File: src/rtl/wb_pkg.sv
// Shared constants for the writeback stage: result-source encodings, load funct3 codes and
// control-bus bit positions.
package wb_pkg;

    localparam logic [1:0] WB_SRC_ALU  = 2'b00;
    localparam logic [1:0] WB_SRC_MEM  = 2'b01;
    localparam logic [1:0] WB_SRC_LINK = 2'b10;

    localparam logic [2:0] LB  = 3'b000;
    localparam logic [2:0] LH  = 3'b001;
    localparam logic [2:0] LW  = 3'b010;
    localparam logic [2:0] LD  = 3'b011;
    localparam logic [2:0] LBU = 3'b100;
    localparam logic [2:0] LHU = 3'b101;
    localparam logic [2:0] LWU = 3'b110;

    localparam int unsigned CTRL_REGWRITE = 2;
    localparam int unsigned CTRL_SRC_MSB  = 1;
    localparam int unsigned CTRL_SRC_LSB  = 0;

endpackage

File: src/rtl/load_extend.sv
// Combinational lane select and sign/zero extension of a raw memory word for sub-word loads.
module load_extend
    import wb_pkg::*;
#(
    parameter int unsigned word_size = 32
) (
    input  logic [word_size-1:0] raw_i,
    input  logic [2:0]           addr_i,
    input  logic [2:0]           funct3_i,
    output logic [word_size-1:0] ext_o
);

    localparam logic Is64 = (word_size == 64);

    logic [5:0]           byte_sh;
    logic [5:0]           half_sh;
    logic [5:0]           word_sh;
    logic [word_size-1:0] byte_lane;
    logic [word_size-1:0] half_lane;
    logic [word_size-1:0] word_lane;
    logic [7:0]           b;
    logic [15:0]          h;
    logic [31:0]          w;

    // Bit 2 of the address only selects a lane on a 64-bit datapath.
    assign byte_sh   = {addr_i[2] & Is64, addr_i[1:0], 3'b000};
    assign half_sh   = {addr_i[2] & Is64, addr_i[1], 4'b0000};
    assign word_sh   = {addr_i[2] & Is64, 5'b00000};
    assign byte_lane = raw_i >> byte_sh;
    assign half_lane = raw_i >> half_sh;
    assign word_lane = raw_i >> word_sh;
    assign b         = byte_lane[7:0];
    assign h         = half_lane[15:0];
    assign w         = word_lane[31:0];

    always_comb begin
        ext_o = raw_i;
        case (funct3_i)
            LB:      ext_o = word_size'($signed(b));
            LBU:     ext_o = word_size'(b);
            LH:      ext_o = word_size'($signed(h));
            LHU:     ext_o = word_size'(h);
            LW:      ext_o = word_size'($signed(w));
            LWU:     ext_o = word_size'(w);
            default: ext_o = raw_i;
        endcase
    end

endmodule

File: src/rtl/wb_stage_pipe.sv
// MEM/WB pipeline register with stall/flush, result-source mux, load extension, x0 write
// suppression and a retired-instruction counter.
module wb_stage_pipe
    import wb_pkg::*;
#(
    parameter int unsigned word_size = 32,
    parameter int unsigned reg_size  = 5,
    parameter int unsigned cnt_width = 32
) (
    input  logic                 clk,
    input  logic                 rst,
    input  logic                 in_valid,
    input  logic                 stall,
    input  logic                 flush,
    input  logic [2:0]           wb_control_signals,
    input  logic [2:0]           load_funct3,
    input  logic [word_size-1:0] ReadData,
    input  logic [word_size-1:0] AluResult,
    input  logic [word_size-1:0] LinkAddr,
    input  logic [reg_size-1:0]  destination_reg,
    output logic [reg_size-1:0]  WriteReg,
    output logic [word_size-1:0] WriteData,
    output logic                 RegWrite,
    output logic [cnt_width-1:0] retired_count
);

    logic                 wb_valid_q, wb_valid_d;
    logic [2:0]           ctrl_q, ctrl_d;
    logic [2:0]           funct3_q, funct3_d;
    logic [word_size-1:0] read_data_q, read_data_d;
    logic [word_size-1:0] alu_result_q, alu_result_d;
    logic [word_size-1:0] link_addr_q, link_addr_d;
    logic [reg_size-1:0]  rd_q, rd_d;
    logic [cnt_width-1:0] retired_count_q, retired_count_d;
    logic [word_size-1:0] load_data;

    always_comb begin
        wb_valid_d      = wb_valid_q;
        ctrl_d          = ctrl_q;
        funct3_d        = funct3_q;
        read_data_d     = read_data_q;
        alu_result_d    = alu_result_q;
        link_addr_d     = link_addr_q;
        rd_d            = rd_q;
        retired_count_d = retired_count_q;
        // Flush only kills validity; the data registers are left as they are.
        if (flush) begin
            wb_valid_d = 1'b0;
        end else if (!stall) begin
            wb_valid_d      = in_valid;
            ctrl_d          = wb_control_signals;
            funct3_d        = load_funct3;
            read_data_d     = ReadData;
            alu_result_d    = AluResult;
            link_addr_d     = LinkAddr;
            rd_d            = destination_reg;
            retired_count_d = retired_count_q + cnt_width'(in_valid);
        end
    end

    always_ff @(posedge clk) begin
        if (rst) begin
            wb_valid_q      <= 1'b0;
            ctrl_q          <= '0;
            funct3_q        <= '0;
            read_data_q     <= '0;
            alu_result_q    <= '0;
            link_addr_q     <= '0;
            rd_q            <= '0;
            retired_count_q <= '0;
        end else begin
            wb_valid_q      <= wb_valid_d;
            ctrl_q          <= ctrl_d;
            funct3_q        <= funct3_d;
            read_data_q     <= read_data_d;
            alu_result_q    <= alu_result_d;
            link_addr_q     <= link_addr_d;
            rd_q            <= rd_d;
            retired_count_q <= retired_count_d;
        end
    end

    load_extend #(
        .word_size(word_size)
    ) u_load_extend (
        .raw_i   (read_data_q),
        .addr_i  (alu_result_q[2:0]),
        .funct3_i(funct3_q),
        .ext_o   (load_data)
    );

    always_comb begin
        WriteData = alu_result_q;
        case (ctrl_q[CTRL_SRC_MSB:CTRL_SRC_LSB])
            WB_SRC_MEM:  WriteData = load_data;
            WB_SRC_LINK: WriteData = link_addr_q;
            default:     WriteData = alu_result_q;
        endcase
    end

    assign RegWrite      = wb_valid_q & ctrl_q[CTRL_REGWRITE] & (rd_q != '0);
    assign WriteReg      = rd_q;
    assign retired_count = retired_count_q;

endmodule
File: config.mk
export PLATFORM = sky130hd
export DESIGN_NAME = wb_stage_pipe
export DESIGN_NICKNAME = d
export VERILOG_FILES = /design/src/rtl/wb_pkg.sv /design/src/rtl/load_extend.sv /design/src/rtl/wb_stage_pipe.sv
export SDC_FILE = /design/constraint.sdc
export NUM_CORES = 1
export LEC_CHECK = 0
export CORE_MARGIN = 3
export CORE_UTILIZATION = 49
export DETAILED_ROUTE_END_ITERATION = 10
export GPL_TIMING_DRIVEN = 1
export PLACE_DENSITY = 0.81
export RECOVER_POWER = 25
export REMOVE_ABC_BUFFERS = 1
export SETUP_SLACK_MARGIN = 0.05
export SYNTH_ARGS = -nofsm -noshare
export SYNTH_HDL_FRONTEND = slang
export SYNTH_HIERARCHICAL = 1
export SYNTH_SLANG_ARGS = --single-unit
export TNS_END_PERCENT = 5
File: constraint.sdc
create_clock -name clk -period 2.6 [get_ports clk]
set_clock_uncertainty 0.05 [all_clocks]
set_input_delay 0.52 -clock clk [delete_from_list [all_inputs] [get_ports clk]]
set_output_delay 0.52 -clock clk [all_outputs]
set_load 0.02 [all_outputs]
# [Word-level counts from Yosys, hierarchy flattened]
# Cells that the tools add are included.
[totals] register_bits=140 elab_cells=26 out_inout_bits=70 n_memories=0 mem_bits_ro=0 latch_bits=0 ram_bits=0 in_bits=112
[op_classes] n_eq_ne=5 div_mod_pow=0 mux=2 addsub=1 n_lt_le_gt_ge=0 multipliers=0 shift=2 n_reduce_logical=4 bitwise_logic=4
[ops] op="one-hot mux 32 bit (4 select lines)" count=1
[ops] op="one-hot mux 32 bit (2 select lines)" count=1
[ops] op="adder 32 x 1 -> 32 bit" count=1
[ops] op=">> shifter 32 x 5 -> 16 bit" count=1
[ops] op=">> shifter 32 x 5 -> 8 bit" count=1
[ops] op="== test 3 bit (second input constant)" count=2
[ops] op="nonzero test 5 bit" count=1
[ops] op="== test 3 x 1 -> 1 bit (second input constant)" count=1
[ops] op="logical NOT 3 bit" count=1
[ops] op="bitwise AND 1 bit" count=2
[ops] op="== test 2 x 1 -> 1 bit (second input constant)" count=1
[ops] op="== test 2 bit (second input constant)" count=1
[ops] op="NOT 1 bit" count=2
[ops] op="AND reduction 2 bit" count=1
[ops] op="OR reduction 2 bit" count=1

# [Longest topological paths before layout]
# Gate-level depths: netlist of run 1.
[logic_depth] ltp_word=3 ltp_mapped=7

# [Hierarchy]
# The synthesis of run 1 kept the hierarchy.
[by_module_without_submodules] module="wb_stage_pipe" n_inst=1 cells_each=765 area_each_um2=5835.6
[by_module_without_submodules] module="load_extend" n_inst=1 cells_each=128 area_each_um2=844.6

# [Worst setup path before layout of run 1]
# OpenSTA, ideal clock, no wires.
[synth_timing] kind="register to output" from="register alu_result_q[1]" to="output WriteData[0]" t_required_ps=2030 slack_ps=274 path_stages_with_launch=7 path_buffers=1 arrival_ps=1756 path_cell_list="dfxtp_1 buf_2 nor2b_1 a21oi_1 o221ai_1 a22oi_1 o21ai_0"
[synth_between] elab_chain_cells=3
[synth_rtl] item="start, declared" line_no="wb_stage_pipe.sv:31" text="logic [word_size-1:0] alu_result_q, alu_result_d;"
[synth_rtl] item="start signal, assigned" line_no="wb_stage_pipe.sv:76" text="alu_result_q <= alu_result_d;"
[synth_rtl] item=">> shifter 32 x 5 -> 16 bit / >> shifter 32 x 5 -> 8 bit (equally long branches)" line_no="load_extend.sv:30, load_extend.sv:29"
[synth_rtl] item="one-hot mux 32 bit (4 select lines) *" line_no="load_extend.sv:38" text="case (funct3_i)"
[synth_rtl] item="net load_data[0]" line_no="wb_stage_pipe.sv:35" text="logic [word_size-1:0] load_data;"
[synth_rtl] item="one-hot mux 32 bit (2 select lines) *" line_no="wb_stage_pipe.sv:94" text="case (ctrl_q[CTRL_SRC_MSB:CTRL_SRC_LSB])"
[synth_rtl] item="end, declared" line_no="wb_stage_pipe.sv:22" text="output logic [word_size-1:0] WriteData,"
# The timed path passes the listed nets; every way through them passes the cells marked *.

# [Worst setup path in the final report of run 1]
[layout_timing] from="register alu_result_q[0]" to="output WriteData[24]"
[layout_between] elab_chain_cells=3
[layout_rtl] item=">> shifter 32 x 5 -> 8 bit" line_no="load_extend.sv:29" text="assign byte_lane = raw_i >> byte_sh;"
[layout_rtl] item="one-hot mux 32 bit (4 select lines)" line_no="load_extend.sv:38"
[layout_rtl] item="net load_data[24]" line_no="wb_stage_pipe.sv:35"
[layout_rtl] item="one-hot mux 32 bit (2 select lines)" line_no="wb_stage_pipe.sv:94"
# The timed path passes the listed nets, and every way through them passes these cells.

==> summary.txt, run 1 <==
Clock network
  – Clk sinks: 140
  – Htree depth: 4
  – Root buf cell: clkbuf_16
  – Clock transition at path regs: 60 ps
  – CTS tree: built
  – Max Root-Sink Buffers: 2
  – Hold buffer count at cts: 0
  – Worst skew pair latency: roughly 420 ps
  – Total clock buffers created by CTS: 17

Setup path
  – Crit path largest cell delay: 370 ps
  – Delay-heaviest family, CP: compound AO/OA/AOI/OAI gates
  – Buffers and inverters on the worst path: 3
  – Max FO, Critical Path: 7
  – Worst Setup Path Type: flop to primary output
  – CP Capture Type: primary output
  – Worst setup SP type: flop
  – Slowest cell on the critical path: dfxtp_4
  – Worst path arrival time: 2160 ps
  – Crit path cell chain: mux2_4 -> a22oi_4 -> buf_6 -> buf_16 -> o211ai_1 -> a22oi_1 -> o21ai_1 -> buf_4
  – Critical path required time: 2030 ps

Synthesis
  – Mean area per synthesized cell: around 7.5 sq um
  – Synth top area share: a little over two fifths
  – Yosys Warn Count: 6
  – Syn Inst Count: between 800 and 900
  – Post-synth cell types: 46
  – Synth top area cells: dfxtp_1 (42%), nand2_1 (16%), a21oi_1 (10%)
  – Synth Register Bits: 140
  – Sequential share of the synthesized area: 42.0%
  – EDFF count, synth: 0
  – Share of flip-flops with an asynchronous set or reset: 0%
  – Top FF cell, synth: dfxtp_1
  – Synth area leader: dfxtp_1
  – Synth Cell Area: ~6700 sq um

Finish
  – Fill cell count: 1114
  – Ant diodes: 0
  – Nets@finish: 1191
  – Final Cell Area: 9410 sq um
  – Synth-to-layout area growth: 40.9%
  – Most common cell after layout, fill and taps aside: nand2_1
  – Non-Filler Instances: roughly 1300
  – Share of layout cells above drive strength 1: 13.2%
  – Commonest cells after routing, fill and taps aside: nand2_1 (287), clkdlybuf4s50_1 (146), dfxtp_1 (136)

GRT
  – Met3 global-route usage: 6.50%
  – Initial antenna violation count: 0
  – GR Layer Usage met1: a little over a third
  – GRT Overall Usage: 26.6%
  – GRT Max-Usage Layer: met2
  – Global-route wire length before repair: around 32 mm
  – Global-route met2 utilization: approximately 43%
  – Pin count of the biggest net entering global routing: 86
  – Total gr overflow: 0
  – Vias in the first global route: 6527

Die
  – Num ports: 182
  – Die ar.: 15100 sq um
  – Chip Width: about 120 microns
  – Core area: 13300 sq um
  – Initial Util: 50.2%
  – Die Y: 123 microns
  – Site Rows: 42

Timing
  – Setup violations, final: 24
  – Hold Violations, Final: 0
  – Crit path time final: 2730 ps
  – Final worst-path cycle share: 105%
  – Final Slew Violations: 0
  – Rel. slew slack: 32.3%
  – Worst slew pin tran: 1020 ps
  – RSZ-0062 raised after global routing: true
  – Fin worst setup slack: -125 ps
  – Fmax: between 300 and 400 MHz
  – Final hold slack: 402 ps

Pwr
  – Peak supply drop: 0.000441 V
  – Leak: 3.43 nW
  – Final Power: around 5.2 mW
  – Power Dens Cells: 553 nW/um^2

Placed design
  – Post-Place Cells: roughly 1200
  – Post-DP Area: 8870 sq um
  – DP HPWL: 13.7 mm
  – Gpl congestion: 0.865
  – I/O Buffers: 181

Drt
  – Residual DRC: 0
  – Routed wire per std cell: 15.9 microns
  – Drt first-iter violations: 539
  – Via count: 6964
  – Post-route ant nets: 0
  – Vias per inst: 5.52
  – Overall routed net length: 20.1 mm
  – Detailed Routing Iterations Pass 1: 5

Outcome
  – Failing checks: setup timing
  – Status: finished with violations

Run
  – Maxcap violations: 0

Worst hold path
  – Hold Crit Class: flop to flop
-- worst reg2reg max path: cells and delay by family, from the launching register on --
family | cells | cell delay [ps]
simple gates | 3 | 1400
compound gates | 1 | 170
flops | 1 | 410
-- path summary, 6_finish.rpt --
| kind | from | to | slack (ps) | cells after the start |
|---|---|---|---|---|
| worst max-delay path | alu_result_q[0]$_SDFFE_PP0P_ | WriteData[24] | -130 | 8 |
| worst min-delay path | alu_result_q[9]$_SDFFE_PP0P_ | alu_result_q[9]$_SDFFE_PP0P_ | 400 | 2 |
| worst max register to register | retired_count[13]$_SDFFE_PP0P_ | retired_count[27]$_SDFFE_PP0P_ | 500 | 4 |
| worst min register to register | alu_result_q[9]$_SDFFE_PP0P_ | alu_result_q[9]$_SDFFE_PP0P_ | 400 | 2 |
-- where the power goes --
group          switching, mW  internal, mW  leakage, nW
Sequential            0.0541          2.22         1.14
Combinational          0.360         0.350         2.02
Clock                  0.893          1.32        0.266
Total                   1.31          3.90         3.43
-- per-stage QoR --
step                setup TNS [ps]  setup slack (ps)  utilization [%]
floorplan                  -192100             -1890                -
global placement             -2250             -70.5             66.7
detailed placement           -3920              -110             66.7
CTS                          -2540              -133             70.6
global route                 -4540              -224             70.8
finish                       -2050              -125             70.8
-- kinds of logic (layout without fill, tap and decap cells) --
| family | after synthesis | count (layout) | synth area share (%) |
|---|---|---|---|
| multiplexers | 15 | 15 | 2.36 |
| flip-flops | 140 | 140 | 42.0 |
| AO/OA/AOI/OAI | 262 | 262 | 23.4 |
| XOR/XNOR | 9 | 9 | 1.18 |
| adder cells (fa/ha/maj) | 5 | 5 | 0.937 |
| buffers and inverters | 77 | 269 | 4.83 |
| AND/OR/NAND/NOR | 385 | 385 | 25.3 |
-- per-layer routing --
metal / wire [microns] / vias up
met5: 0 / -
met4: 497 / 0
met3: 1490 / 41
met2: 9500 / 225
met1: 8600 / 3232
li1: - / 3466
-- sequential cells by signal, summed over array words and instances, names as in the netlist --
| name | count |
|---|---|
| WriteReg | 5 |
| alu_result_q | 32 |
| ctrl_q | 3 |
| funct3_q | 3 |
| link_addr_q | 32 |
| read_data_q | 32 |
| retired_count | 32 |
| wb_valid_q | 1 |
-- timing repair --
| item | 4_1_cts | 5_1_grt |
|---|---|---|
| gates resized for setup | 195 | 25 |
| setup buffers | 3 | 0 |
| cloned | 1 | 0 |
| endpoints found under the setup margin | 32 | 33 |
| pin swaps | 13 | 13 |
-- synthesized netlist by cell type (all sizes together), types with 3 or more instances --
cell / count
clkbuf: 65
a22oi: 35
or4: 15
nor2: 17
and4: 5
o211ai: 17
a21oi: 134
xor2: 7
and2: 4
nor2b: 12
o31ai: 13
or3: 8
inv: 5
o21ai: 46
mux2: 6
dfxtp: 140
ha: 5
nand4: 12
nand3: 11
nand2: 287
o221ai: 5
nor3: 3
mux2i: 9
a21o: 5
buf: 7
-- final cells by class --
type                            count  area, sq um  area share (%)
Clock buffer                       23          498            5.29
Clock inverter                      7         40.0           0.426
Inverter                            5         18.8           0.199
Multi-Input combinational cell    676         3620            38.5
Sequential cell                   140         2820            29.9
Tap cell                          176          220            2.34
Timing Repair Buffer              234         2190            23.3
Note: power is estimated with default switching activity, not from simulation.
==> inputs of run 2 (changes only) <==
--- a/config.mk
+++ b/config.mk
@@ -13,8 +13,8 @@
 export RECOVER_POWER = 25
 export REMOVE_ABC_BUFFERS = 1
 export SETUP_SLACK_MARGIN = 0.05
+export SKIP_LAST_GASP = 1
 export SYNTH_ARGS = -nofsm -noshare
 export SYNTH_HDL_FRONTEND = slang
 export SYNTH_HIERARCHICAL = 1
 export SYNTH_SLANG_ARGS = --single-unit
-export TNS_END_PERCENT = 5
==> run 2 against run 1 <==
  * The run still ends with setup timing left
  * Combinational power increased by 3.2%
  * Clock power about the same
  * Final area increased by 1.3%
  * Setup slack improved by 24 ps
  * Power grew 0.51%
  * Global-route usage is 0.21 points higher
  * Sequential share of layout area fell by 0.35 points
  * First-iteration DRC count rose by 5.9%
  * Via count is 1.7% higher
  * Sequential power about the same
  * Routed wire length up 3.3%
  * Sequential cell count unchanged
==> summary.txt, run 2 (synthesis gave the netlist of run 1 again) <==
Drt
  – Residual DRC: 0 (unchanged)
  – Drt first-iter violations: 571 (+5.9%)
  – Routed wire per std cell: 16.4 microns (+2.8%)
  – Via count: 7081 (+1.7%)
  – Detailed Routing Iterations Pass 1: 6 (+1)
  – Vias per inst: 5.58 (+1.1%)
  – Overall routed net length: 20.8 mm (+3.3%)
  – Post-route ant nets: 0 (unchanged)

Die
  – Die Y: 123 microns (unchanged)
  – Chip Width: 123 microns (unchanged)
  – Core area: 13300 sq um (unchanged)
  – Die ar.: 15100 sq um (unchanged)
  – Num ports: 182 (unchanged)
  – Site Rows: 42 (unchanged)
  – Initial Util: 50.2% (unchanged)

Setup path
  – Crit path cell chain: mux2_4 -> a22oi_4 -> buf_12 -> buf_12 -> o211ai_1 -> a22oi_1 -> o21ai_1 -> buf_2
  – Critical path required time: 2030 ps (about the same)
  – CP Capture Type: primary output
  – Cell mode on critical path: buf_12
  – Worst R2R End: retired_count[27]$_SDFFE_PP0P_
  – Slowest cell on the critical path: dfxtp_4
  – Worst Setup Path Type: flop to primary output
  – Reg2reg setup slack: 500 ps (about the same)
  – Reg2Reg Depth: 4 (unchanged)
  – Crit path largest cell delay: 370 ps (about the same)
  – Worst path arrival time: 2130 ps (-30 ps)
  – Worst setup SP type: flop
  – Worst R2R Start: retired_count[13]$_SDFFE_PP0P_
  – Max FO, Critical Path: 7 (unchanged)

Timing
  – Fmax: 370 MHz (+0.88%)
  – Worst slew pin tran: 1040 ps (+23.4 ps)
  – Fin worst setup slack: -101 ps (+23.8 ps)
  – Final Slew Violations: 0 (unchanged)
  – Hold Violations, Final: 0 (unchanged)
  – Rel. slew slack: 30.7% (-1.6 points)
  – RSZ-0062 raised after global routing: true
  – Final worst-path cycle share: 104% (-0.91 points)
  – Crit path time final: 2700 ps (-23.8 ps)
  – Setup violations, final: 23 (-4.2%)

GRT
  – Total gr overflow: 0 (unchanged)
  – GRT Overall Usage: 26.9% (+0.21 points)
  – Vias in the first global route: 6559 (+0.49%)
  – Pin count of the biggest net entering global routing: 86 (unchanged)
  – Global-route wire length before repair: 32.2 mm (+0.78%)
  – Initial antenna violation count: 0 (unchanged)

Finish
  – Ant diodes: 0 (unchanged)
  – Most common cell after layout, fill and taps aside: nand2_1
  – Commonest cells after routing, fill and taps aside: nand2_1 (287), clkdlybuf4s50_1 (146), dfxtp_1 (136)
  – Nets@finish: 1198 (+0.59%)
  – Share of layout cells above drive strength 1: 14.5% (+1.3 points)
  – Core Util, Final: 71.7% (+0.89 points)
  – Synth-to-layout area growth: 42.6%

Placed design
  – I/O Buffers: 181 (unchanged)
  – Gpl congestion: 0.865 (unchanged)
  – Place WS: -110 ps (unchanged)
  – DP HPWL: 13.7 mm (unchanged)

Clock network
  – Hold buffer count at cts: 0 (unchanged)
  – CTS tree: built
  – Htree depth: 4 (unchanged)
  – Total clock buffers created by CTS: 17 (unchanged)
  – Root buf cell: clkbuf_16
  – Worst skew pair latency: 420 ps (about the same)
  – Clock transition at path regs: 60 ps (about the same)
  – Clk sinks: 140 (unchanged)
  – Max Root-Sink Buffers: 2 (unchanged)

Worst hold path
  – Hold Crit Class: flop to flop
  – Hold worst-path end: alu_result_q[9]$_SDFFE_PP0P_
  – Worst min-delay path startpoint: alu_result_q[9]$_SDFFE_PP0P_
  – Hold Path Depth: 2 (unchanged)

Run
  – Maxcap violations: 0 (unchanged)

Outcome
  – Status: finished with violations
  – Failing checks: setup timing

Pwr
  – Leak: 3.47 nW (+1.1%)
  – Power Dens Cells: 549 nW/um^2 (-0.74%)
  – Peak supply drop: 0.000439 V (-0.52%)
==> run 2: changes by cell type in the layout (fill, tap and decap cells not counted), sizes merged <==
cell,delta
clkdlybuf4s15,-1
buf,+8
==> run 2: power by group <==
part	switching, mW	total, mW	internal [mW]
Sequential	0.0569	2.28	2.22
Clock	0.895	2.22	1.32
Combinational	0.371	0.733	0.363
Total	1.32	5.23	3.91
==> run 2: per-layer routing <==
layer | part of all wire (%) | track usage (%)
met1 | 42 | 34.7
met2 | 47 | 43.4
met3 | 8.4 | 6.59
met4 | 2.7 | 10.1
met5 | 0 | 0
==> run 2: what timing repair did <==
item                                    in CTS  in global routing
hold endpoints to repair                     0                  0
endpoints found under the setup margin      32                 33
gates resized for setup                    214                 42
setup buffers                                6                  5
cloned                                       1                  0
pin swaps                                   25                 42
==> run 2: worst max path at each step <==
stage	from	endpoint	slack, ps	cells after the start
floorplan	flush	retired_count[2]$_SDFFE_PP0P_	-1890	4
global placement	in_valid	retired_count[28]$_SDFFE_PP0P_	-70	8
detailed placement	in_valid	retired_count[22]$_SDFFE_PP0P_	-110	8
CTS	alu_result_q[0]$_SDFFE_PP0P_	WriteData[12]	-130	8
global route	alu_result_q[0]$_SDFFE_PP0P_	WriteData[21]	-210	8
finish	alu_result_q[0]$_SDFFE_PP0P_	WriteData[27]	-100	8
==> run 2: final cells by class <==
type / instances / area, sq um
Inverter: 5 / 18.8
Multi-Input combinational cell: 676 / 3680
Clock buffer: 23 / 498
Tap cell: 176 / 220
Timing Repair Buffer: 241 / 2250
Sequential cell: 140 / 2820
Fill cell: 1079 / 3770
Clock inverter: 7 / 40.0
==> run 2: through the flow <==
| step | hold WS, ps | total power [mW] | std cells | setup TNS [ps] | area (sq um) |
|---|---|---|---|---|---|
| after floorplan | 380 | 2.61 | 821 | -192100 | 6380 |
| after global placement | 392 | 3.01 | 1228 | -2250 | 8870 |
| after detailed placement | 397 | 3.02 | 1228 | -3920 | 8870 |
| after CTS | 405 | 5.22 | 1264 | -2260 | 9420 |
| after global routing | 416 | 5.40 | 1268 | -3870 | 9530 |
| final | 402 | 5.23 | 1268 | -1410 | 9530 |
==> run 2: worst max-delay path: cells and delay by family (launching register included) <==
kind	cells	cell delay (ps)
DFF	1	370
muxes	1	340
buffers and inverters	3	410
AOI/OAI and AO/OA	4	580
